<file path="config.mk">
export PLATFORM = sky130hd
export DESIGN_NAME = uart_tx_fifo
export DESIGN_NICKNAME = d
export VERILOG_FILES = /design/src/rtl/uart_tx_fifo.sv
export SDC_FILE = /design/constraint.sdc
export NUM_CORES = 1
export LEC_CHECK = 0
export BUFFER_PORTS_ARGS = -buffer_cell sky130_fd_sc_hd__buf_2
export CAP_MARGIN = 25
export CORE_AREA = 5 5 105 107
export CTS_CLUSTER_DIAMETER = 40
export DETAILED_ROUTE_END_ITERATION = 10
export DIE_AREA = 0 0 110 112
export PLACE_DENSITY_LB_ADDON = 0.05
export SETUP_SLACK_MARGIN = 0.15
export SLEW_MARGIN = 10
export SYNTH_ARGS = -nofsm -noshare
export SYNTH_HDL_FRONTEND = slang
export SYNTH_SLANG_ARGS = --single-unit
export TNS_END_PERCENT = 100
</file>
<file path="constraint.sdc">
create_clock -name clk -period 3.8 [get_ports clk]
set_input_delay 0.57 -clock clk [delete_from_list [all_inputs] [get_ports clk]]
set_output_delay 0.57 -clock clk [all_outputs]
set_load 0.05 [all_outputs]
</file>
<file path="src/rtl/uart_tx_fifo.sv">
// UART transmitter with a transmit FIFO, programmable divisor, 5-8 data bits, optional parity and 1/2 stop bits.
// Optional line-break support is compiled in with the UART_TX_BREAK_EN macro (adds the brk input).
module uart_tx_fifo #(
    parameter int DIV_W      = 16,
    parameter int FIFO_DEPTH = 8,
    parameter int AW         = $clog2(FIFO_DEPTH)
) (
    input  logic             clk,
    input  logic             reset,
    input  logic [DIV_W-1:0] baud_div,
    input  logic             load,
    input  logic [7:0]       out_port,
    input  logic [1:0]       data_len,
    input  logic             parity_en,
    input  logic             odd_n_even,
    input  logic             two_stop,
`ifdef UART_TX_BREAK_EN
    input  logic             brk,
`endif
    output logic             txrdy,
    output logic             tx,
    output logic             busy,
    output logic [AW:0]      fifo_level,
    output logic             ovf
);

    typedef enum logic [2:0] {
        S_IDLE   = 3'd0,
        S_START  = 3'd1,
        S_DATA   = 3'd2,
        S_PARITY = 3'd3,
        S_STOP1  = 3'd4,
        S_STOP2  = 3'd5,
        S_BREAK  = 3'd6,
        S_GAP    = 3'd7
    } state_t;

    localparam logic [AW:0] FULL_LEVEL = (AW+1)'(FIFO_DEPTH);

    state_t           state;
    logic [7:0]       mem [FIFO_DEPTH];
    logic [AW-1:0]    wr_ptr;
    logic [AW-1:0]    rd_ptr;
    logic [AW:0]      level_next;
    logic             full;
    logic             empty;
    logic             push;
    logic             pop;
    logic             brk_req;

    logic [DIV_W-1:0] div_q;
    logic [DIV_W-1:0] timer;
    logic             bit_tick;
    logic [7:0]       shreg;
    logic [1:0]       len_q;
    logic             par_en_q;
    logic             par_bit;
    logic             two_stop_q;
    logic [2:0]       bit_cnt;
    logic [2:0]       last_bit;

`ifdef UART_TX_BREAK_EN
    assign brk_req = brk;
`else
    assign brk_req = 1'b0;
`endif

    function automatic logic [7:0] len_mask(input logic [1:0] len);
        case (len)
            2'b00:   len_mask = 8'h1F;
            2'b01:   len_mask = 8'h3F;
            2'b10:   len_mask = 8'h7F;
            default: len_mask = 8'hFF;
        endcase
    endfunction

    // full/empty come from registered occupancy, so a pop in the same cycle never rescues a load into a full FIFO
    assign full     = (fifo_level == FULL_LEVEL);
    assign empty    = (fifo_level == '0);
    assign push     = load && !full;
    assign pop      = (state == S_IDLE) && !empty && !brk_req;
    assign busy     = (state != S_IDLE) || !empty;
    assign bit_tick = (timer == div_q);
    assign last_bit = {1'b0, len_q} + 3'd4;

    always_comb begin
        level_next = fifo_level;
        case ({push, pop})
            2'b10:   level_next = fifo_level + (AW+1)'(1);
            2'b01:   level_next = fifo_level - (AW+1)'(1);
            default: level_next = fifo_level;
        endcase
    end

    always_ff @(posedge clk) begin
        if (push) begin
            mem[wr_ptr] <= out_port;
        end
    end

    always_ff @(posedge clk) begin
        if (reset) begin
            wr_ptr     <= '0;
            rd_ptr     <= '0;
            fifo_level <= '0;
            txrdy      <= 1'b1;
            ovf        <= 1'b0;
        end else begin
            if (push) begin
                wr_ptr <= wr_ptr + AW'(1);
            end
            if (pop) begin
                rd_ptr <= rd_ptr + AW'(1);
            end
            fifo_level <= level_next;
            txrdy      <= (level_next != FULL_LEVEL);
            ovf        <= load && full;
        end
    end

    // Frame sequencer; tx is registered here so reset forces it high on the next edge without a glitch
    always_ff @(posedge clk) begin
        if (reset) begin
            state      <= S_IDLE;
            tx         <= 1'b1;
            timer      <= '0;
            bit_cnt    <= '0;
            div_q      <= '0;
            shreg      <= '0;
            len_q      <= '0;
            par_en_q   <= 1'b0;
            par_bit    <= 1'b0;
            two_stop_q <= 1'b0;
        end else begin
            if (state == S_IDLE || state == S_BREAK || bit_tick) begin
                timer <= '0;
            end else begin
                timer <= timer + DIV_W'(1);
            end

            case (state)
                S_IDLE: begin
                    tx      <= 1'b1;
                    bit_cnt <= '0;
                    if (brk_req) begin
                        state <= S_BREAK;
                        tx    <= 1'b0;
                    end else if (pop) begin
                        state      <= S_START;
                        tx         <= 1'b0;
                        shreg      <= mem[rd_ptr];
                        div_q      <= baud_div;
                        len_q      <= data_len;
                        par_en_q   <= parity_en;
                        two_stop_q <= two_stop;
                        par_bit    <= (^(mem[rd_ptr] & len_mask(data_len))) ^ odd_n_even;
                    end
                end
                S_START: begin
                    if (bit_tick) begin
                        state   <= S_DATA;
                        tx      <= shreg[0];
                        shreg   <= {1'b0, shreg[7:1]};
                        bit_cnt <= '0;
                    end
                end
                S_DATA: begin
                    if (bit_tick) begin
                        if (bit_cnt == last_bit) begin
                            if (par_en_q) begin
                                state <= S_PARITY;
                                tx    <= par_bit;
                            end else begin
                                state <= S_STOP1;
                                tx    <= 1'b1;
                            end
                        end else begin
                            bit_cnt <= bit_cnt + 3'd1;
                            tx      <= shreg[0];
                            shreg   <= {1'b0, shreg[7:1]};
                        end
                    end
                end
                S_PARITY: begin
                    if (bit_tick) begin
                        state <= S_STOP1;
                        tx    <= 1'b1;
                    end
                end
                S_STOP1: begin
                    tx <= 1'b1;
                    if (bit_tick) begin
                        state <= two_stop_q ? S_STOP2 : S_IDLE;
                    end
                end
                S_STOP2: begin
                    tx <= 1'b1;
                    if (bit_tick) begin
                        state <= S_IDLE;
                    end
                end
                S_BREAK: begin
                    tx <= 1'b0;
                    if (!brk_req) begin
                        // Guarantee a full idle-high bit period after the break ends
                        state <= S_GAP;
                        tx    <= 1'b1;
                        div_q <= baud_div;
                    end
                end
                S_GAP: begin
                    tx <= 1'b1;
                    if (bit_tick) begin
                        state <= S_IDLE;
                    end
                end
                default: begin
                    state <= S_IDLE;
                    tx    <= 1'b1;
                end
            endcase
        end
    end

endmodule

</file>
# [Yosys cells after proc, flatten, opt, wreduce, memory -nomap -nowiden]
# Memories as Yosys holds them, arrays and structs flattened. A register that Yosys moved wholly into a read port is not among the register bits.
# Cells that the tools add are included.
[totals] out_inout_bits=8 register_bits=64 ramBits=64 memories=1
[mem_list] name="mem" words=8 word_bits=8 rd=1 rd_ports_with_merged_regs=1 wr=1 line="41" rtl="logic [7:0] mem [FIFO_DEPTH];"
[op_classes] eq_ne=23 n_mux=36 n_reduce_logical=24 n_addsub=7 bitwise_logic=2
[op_table] cell="8-bit 2-to-1 mux" n=7
[op_table] cell="8-bit case mux with 3 select lines" n=2
[op_table] cell="3-bit 2-to-1 mux" n=13
[op_table] cell="16-bit case mux with 2 select lines" n=1
[op_table] cell="3-bit case mux with 7 select lines" n=1
[op_table] cell="16-bit by 1-bit adder with 16-bit output, second input constant" n=1
[op_table] cell="16-bit equality test" n=1
[op_table] cell="16-bit 2-to-1 mux" n=1
[op_table] cell="2-bit inequality test, second input constant" n=7
[op_table] cell="3-bit equality test, second input constant" n=4
[op_table] cell="3-bit by 1-bit adder with 3-bit output, second input constant" n=3
[op_table] cell="3-bit case mux with 3 select lines" n=1
[op_table] cell="8-bit bitwise AND" n=1
[op_table] cell="1-bit 2-to-1 mux" n=8
[op_table] cell="4-bit case mux with 2 select lines" n=1
[op_table] cell="8-bit XOR reduction" n=1
[op_table] cell="7-bit AND reduction" n=1
[op_table] cell="3-bit by 2-bit equality test with 1-bit output, second input constant" n=2
[op_table] cell="3-bit nonzero test" n=2
[op_table] cell="1-bit case mux with 5 select lines" n=1
[op_table] cell="5-bit AND reduction" n=1
[op_table] cell="4-bit by 1-bit adder with 4-bit output, second input constant" n=1
[op_table] cell="2-bit by 1-bit equality test with 1-bit output, second input constant" n=2
[op_table] cell="2-bit equality test, second input constant" n=2
[op_table] cell="20 further kinds" n=27

# [Depth between registers and ports, before layout]
[depth] ltp_word=9 depth_mapped=13 ltp_nobuf=11

# [Worst setup path after synthesis]
# OpenSTA, ideal clock, no wires.
[synth_timing] path_type="reg-to-reg" from="register fifo_level[1]" to="register txrdy" setup_slack_ns=0.687 n_path_buf=2 t_arrival_ns=2.984 setup_ns=0.128 period_less_slack_ns=3.113 path_stages_with_launch=14 path_cell_list="dfxtp_1 clkbuf_1 nor4_1 nand2b_1 clkbuf_1 clkinv_1 ha_1 xor2_1 ha_1 a21oi_1 xor2_1 nor2_1 xnor2_1 nand3_1"
[synth_via] elab_chain_cells=6
[synth_rtl] element="start, declared" line="23" rtl="output logic [AW:0] fifo_level,"
[synth_rtl] element="start signal, assigned" line="115" rtl="fifo_level <= level_next;"
[synth_rtl] element="4-bit equality test or 4-bit logical NOT (tied branches)" line="78, 79"
[synth_rtl] element="1-bit logical NOT (on tied branches)" line="80, 81"
[synth_rtl] element="1-bit logical AND (on tied branches)" line="80, 81"
[synth_rtl] element="2-bit by 1-bit equality test with 1-bit output or 2-bit equality test (tied branches)" line="88" rtl="case ({push, pop})"
[synth_rtl] element="4-bit case mux with 2 select lines *" line="88"
[synth_rtl] element="4-bit inequality test *" line="116" rtl="txrdy <= (level_next != FULL_LEVEL);"
[synth_rtl] element="end signal, assigned" line="116"
[synth_rtl] element="end, declared" line="20" rtl="output logic txrdy,"
# Mark *: on every way between the ends. The rest lies on a longest branch, timed or not.
# A chain may end at the register's enable or synchronous reset.

# [Worst setup path in the final report]
[layout_timing] from="register fifo_level[0]" to="register txrdy"
# Same word-level chain as after synthesis.

==> flow_summary_export.csv <==
group,metric,value,unit
setup_path,end_kind,"flip-flop",
final_layout,finalNetCount,555,
setup_path,start_kind,"flip-flop",
clocking,postCtsResizedCells,0,
setup_path,r2r-end,"txrdy$_SDFF_PP1_",
floorplanning,core_region_area,0.0100,mm²
timing,setup_viol,0,
clocking,numClockSinks,131,
final_layout,synthToLayoutAreaGrowth,15.8,%
power,p_switching,1.67,mW
final_layout,fillers,796,
timing,timing.setup.tns,0,ns
setup_path,r2r-start,"fifo_level[0]$_SDFF_PP0_",
place,gp_congestion,0.772,
floorplanning,die-width,110,µm
final_layout,layout_commonest_cell,"sky130_fd_sc_hd__nor2_1",
timing,finalHoldWorstSlack,0.285,ns
hold_path,hold_start,"baud_div[0]",
job,timing.max_cap.violations,0,
detailed_routing,post_drt_via_cell_ratio,5.46,
synthesis,synthesis.yosys.warnings,0,
power,power.share.switching,32.8,%
power,totalPowerFinal,5.09,mW
clocking,clock-root-buffer,"sky130_fd_sc_hd__clkbuf_8",
grt,grt_util_all_layers,18.6,%
timing,fmaxAchievable,324,MHz
detailed_routing,remaining_drc_errors,0,
final_layout,drive_gt1_share,16.6,%
clocking,cts_tree,"yes",
clocking,ctsHoldBuffers,0,
timing,tightestPinTransition,0.913,ns
floorplanning,floorplan.die.height,112,µm
detailed_routing,drt.antenna.violating_nets,0,
clocking,cts.htree.levels,4,
power,leakagePower,2.41,nW
final_layout,final_antenna_diode_count,0,
power,peakVddDrop,430,µV
power,internal_portion_of_total_power,3.42,mW
place,portBuffers,39,
floorplanning,fp.dieArea,0.0123,mm²
detailed_routing,routedWlPerCell,15.8,µm
detailed_routing,drtIter0Drc,157,
power,pwr-share-clk,29.8,%
grt,grt_max_degree,52,
clocking,clock_latency,0.52,ns
final_layout,multiInputGateArea,0.00227,mm²
synthesis,postSynthAreaPerCell,11.9,µm²
timing,final_hold_viol_count,0,
clocking,cts_buffers,17,
hold_path,whs_endpoint,"div_q[0]$_SDFFE_PP0P_",
clocking,clockBufferDepth,2,
detailed_routing,dr.pass1.iters,5,
clocking,postCtsSetupBuffers,0,
place,post-dp-hpwl,7040,µm
hold_path,holdCritPathClass,"input pin to flip-flop",
final_layout,top_library_cells_by_usage_in_the_layout_fill_and_taps_aside,"sky130_fd_sc_hd__nor2_1 (70), sky130_fd_sc_hd__dfxtp_1 (67), sky130_fd_sc_hd__edfxtp_1 (64)",
synthesis,synth_enable_flop_cells,64,
setup_path,cp_top_family,"simple AND/OR/NAND/NOR gates",
synthesis,synth_seq_cells,131,
place,place_inst,631,
grt,overflow,0,
final_layout,layout.cells.non_filler,665,
setup_path,timing.critical_path.buf_inv,1,
power,seq_power_share,37.6,%
synthesis,proportion_of_synthesized_chip_area_in_sequential_cells,57.7,%
synthesis,synth.net_count,513,
floorplanning,boundaryPins,40,
detailed_routing,routed_wirelength,10500,µm
setup_path,worstSetupPathType,"flip-flop to flip-flop",
synthesis,post_synth_inst_count,474,
power,power-per-cell-area,778,mW/mm²
setup_path,crit_path_max_fanout,10,
grt,grt_antenna_before_repair,0,
grt,grt_first_pass_wirelength,17100,µm
clocking,cts.clk_slew.worst_paths,0.06,ns
final_layout,final_core_util,65.2,%
hold_path,hold-path-cell-count,3,
setup_path,reg2reg_setup_slack,0.71,ns
timing,final.setup_skew,0.0126,ns
final_layout,seqCellArea,0.00326,mm²
setup_path,required,4.19,ns
synthesis,netlist-cell-type-count,49,
setup_path,timing.critical_path.slowest_cell_delay,0.50,ns
setup_path,arrival,3.47,ns
timing,min_period,3.09,ns
grt,first_global_vias,3455,
timing,grt_setup_unrepaired,"false",
power,comb_power_share,32.6,%
setup_path,worst_r2r_path_depth,11,
outcome,status,"finished, final reports clean",
timing,fin_crit_sh,81.2,%
synthesis,syn_area,0.00565,mm²
detailed_routing,num_vias,3630,
setup_path,cp_cell_sequence,"nor4_1 -> nand2b_1 -> clkinv_1 -> ha_1 -> a21o_1 -> a22oi_1 -> nor2_1 -> a221oi_1 -> o21ai_0 -> a21oi_1 -> nand3_1",
floorplanning,initial_cell_density_of_the_core,56.3,%
floorplanning,cell_rows,37,
synthesis,synth-main-ff-cell,"sky130_fd_sc_hd__dfxtp_1",
setup_path,worst_path_max_delay_cell,"sky130_fd_sc_hd__nor4_1",
timing,slew_headroom,38.9,%
synthesis,async_flop_share,0,%
timing,final-max-slew-violation-count,0,
layout make-up:
type	count	area share [%]
multi-input cells	311	34.7
clock inverters	7	1.22
repair buffers	46	3.90
well taps	136	2.60
inverters	9	0.516
clock buffers	25	7.24
flip-flops and latches	131	49.8
worst max path at each step:
stage / start / end / slack [ns] / cells after the start
3_5_place_dp: fifo_level[0]$_SDFF_PP0_ / txrdy$_SDFF_PP1_ / 0.77 / 11
4_1_cts: fifo_level[0]$_SDFF_PP0_ / txrdy$_SDFF_PP1_ / 0.74 / 11
3_3_place_gp: fifo_level[0]$_SDFF_PP0_ / txrdy$_SDFF_PP1_ / 0.82 / 11
2_1_floorplan: fifo_level[1]$_SDFF_PP0_ / txrdy$_SDFF_PP1_ / 0.69 / 13
5_1_grt: fifo_level[0]$_SDFF_PP0_ / txrdy$_SDFF_PP1_ / 0.25 / 11
6_report: fifo_level[0]$_SDFF_PP0_ / txrdy$_SDFF_PP1_ / 0.71 / 11
cell usage after synthesis (all sizes together), types with 3 or more instances:
master / n / area share [%]
a21oi: 19 / 1.7
a32oi: 3 / 0.46
and3: 4 / 0.44
buf: 6 / 0.71
clkbuf: 17 / 1.1
dfxtp: 67 / 24
edfxtp: 64 / 34
ha: 7 / 1.5
inv: 7 / 0.46
mux2i: 33 / 5.8
mux4: 16 / 6.7
nand2: 30 / 2.0
nand2b: 4 / 0.44
nand3: 14 / 1.2
nand4: 7 / 0.77
nor2: 70 / 4.6
nor3: 12 / 1.1
nor4: 3 / 0.44
o21ai: 15 / 1.3
xnor2: 32 / 5.0
xor2: 16 / 2.5
layer usage:
layer | share of wire (%) | vias to the layer above | GRT usage [%] | wire (µm)
li1 | - | 1799 | - | -
met1 | 45 | 1756 | 24.0 | 4720
met2 | 50 | 67 | 29.0 | 5240
met3 | 3.7 | 8 | 5.62 | 385
met4 | 1.3 | 0 | 7.98 | 138
met5 | 0 | - | 0 | 0
logic make-up (layout without fill, tap and decap cells):
family          after synthesis  count (layout)  share of synthesized area [%]
flops                       131             131                           57.7
simple gates                154             154                           12.4
mux                          51              51                           13.0
buf+inv                      32              87                           2.43
xor+xnor                     48              48                           7.44
compound gates               51              51                           5.49
fa+ha+maj                     7               7                           1.55
registers in the layout, summed over array words and instances (netlist names), 2 cells and up, named ones only:
register / cells
wr_ptr: 3
bit_cnt: 3
mem: 64
rd_ptr: 3
div_q: 16
timer: 16
len_q: 2
state: 3
shreg: 8
fifo_level: 4
worst min-delay path, cell delays in order:
cell	delay, ns
sky130_fd_sc_hd__buf_2	0.07
sky130_fd_sc_hd__mux2i_1	0.05
sky130_fd_sc_hd__nor2_1	0.07
power groups by stage:
stage	clock network (mW)	registers [mW]	logic [mW]
3_3_place_gp	0	1.94	1.63
2_1_floorplan	0	1.92	1.33
6_report	1.52	1.92	1.66
5_1_grt	1.61	1.95	1.87
3_5_place_dp	0	1.94	1.65
4_1_cts	1.54	1.92	1.66
per-stage QoR:
| stage | area, µm² | setup slack [ns] |
|---|---|---|
| 6_report | 6550 | 0.714 |
| 5_1_grt | 6550 | 0.253 |
| 4_1_cts | 6530 | 0.738 |
| 3_5_place_dp | 5970 | 0.765 |
| 3_3_place_gp | 5970 | 0.820 |
| 2_1_floorplan | 5650 | 0.687 |
(Power assumes the default switching activity.)
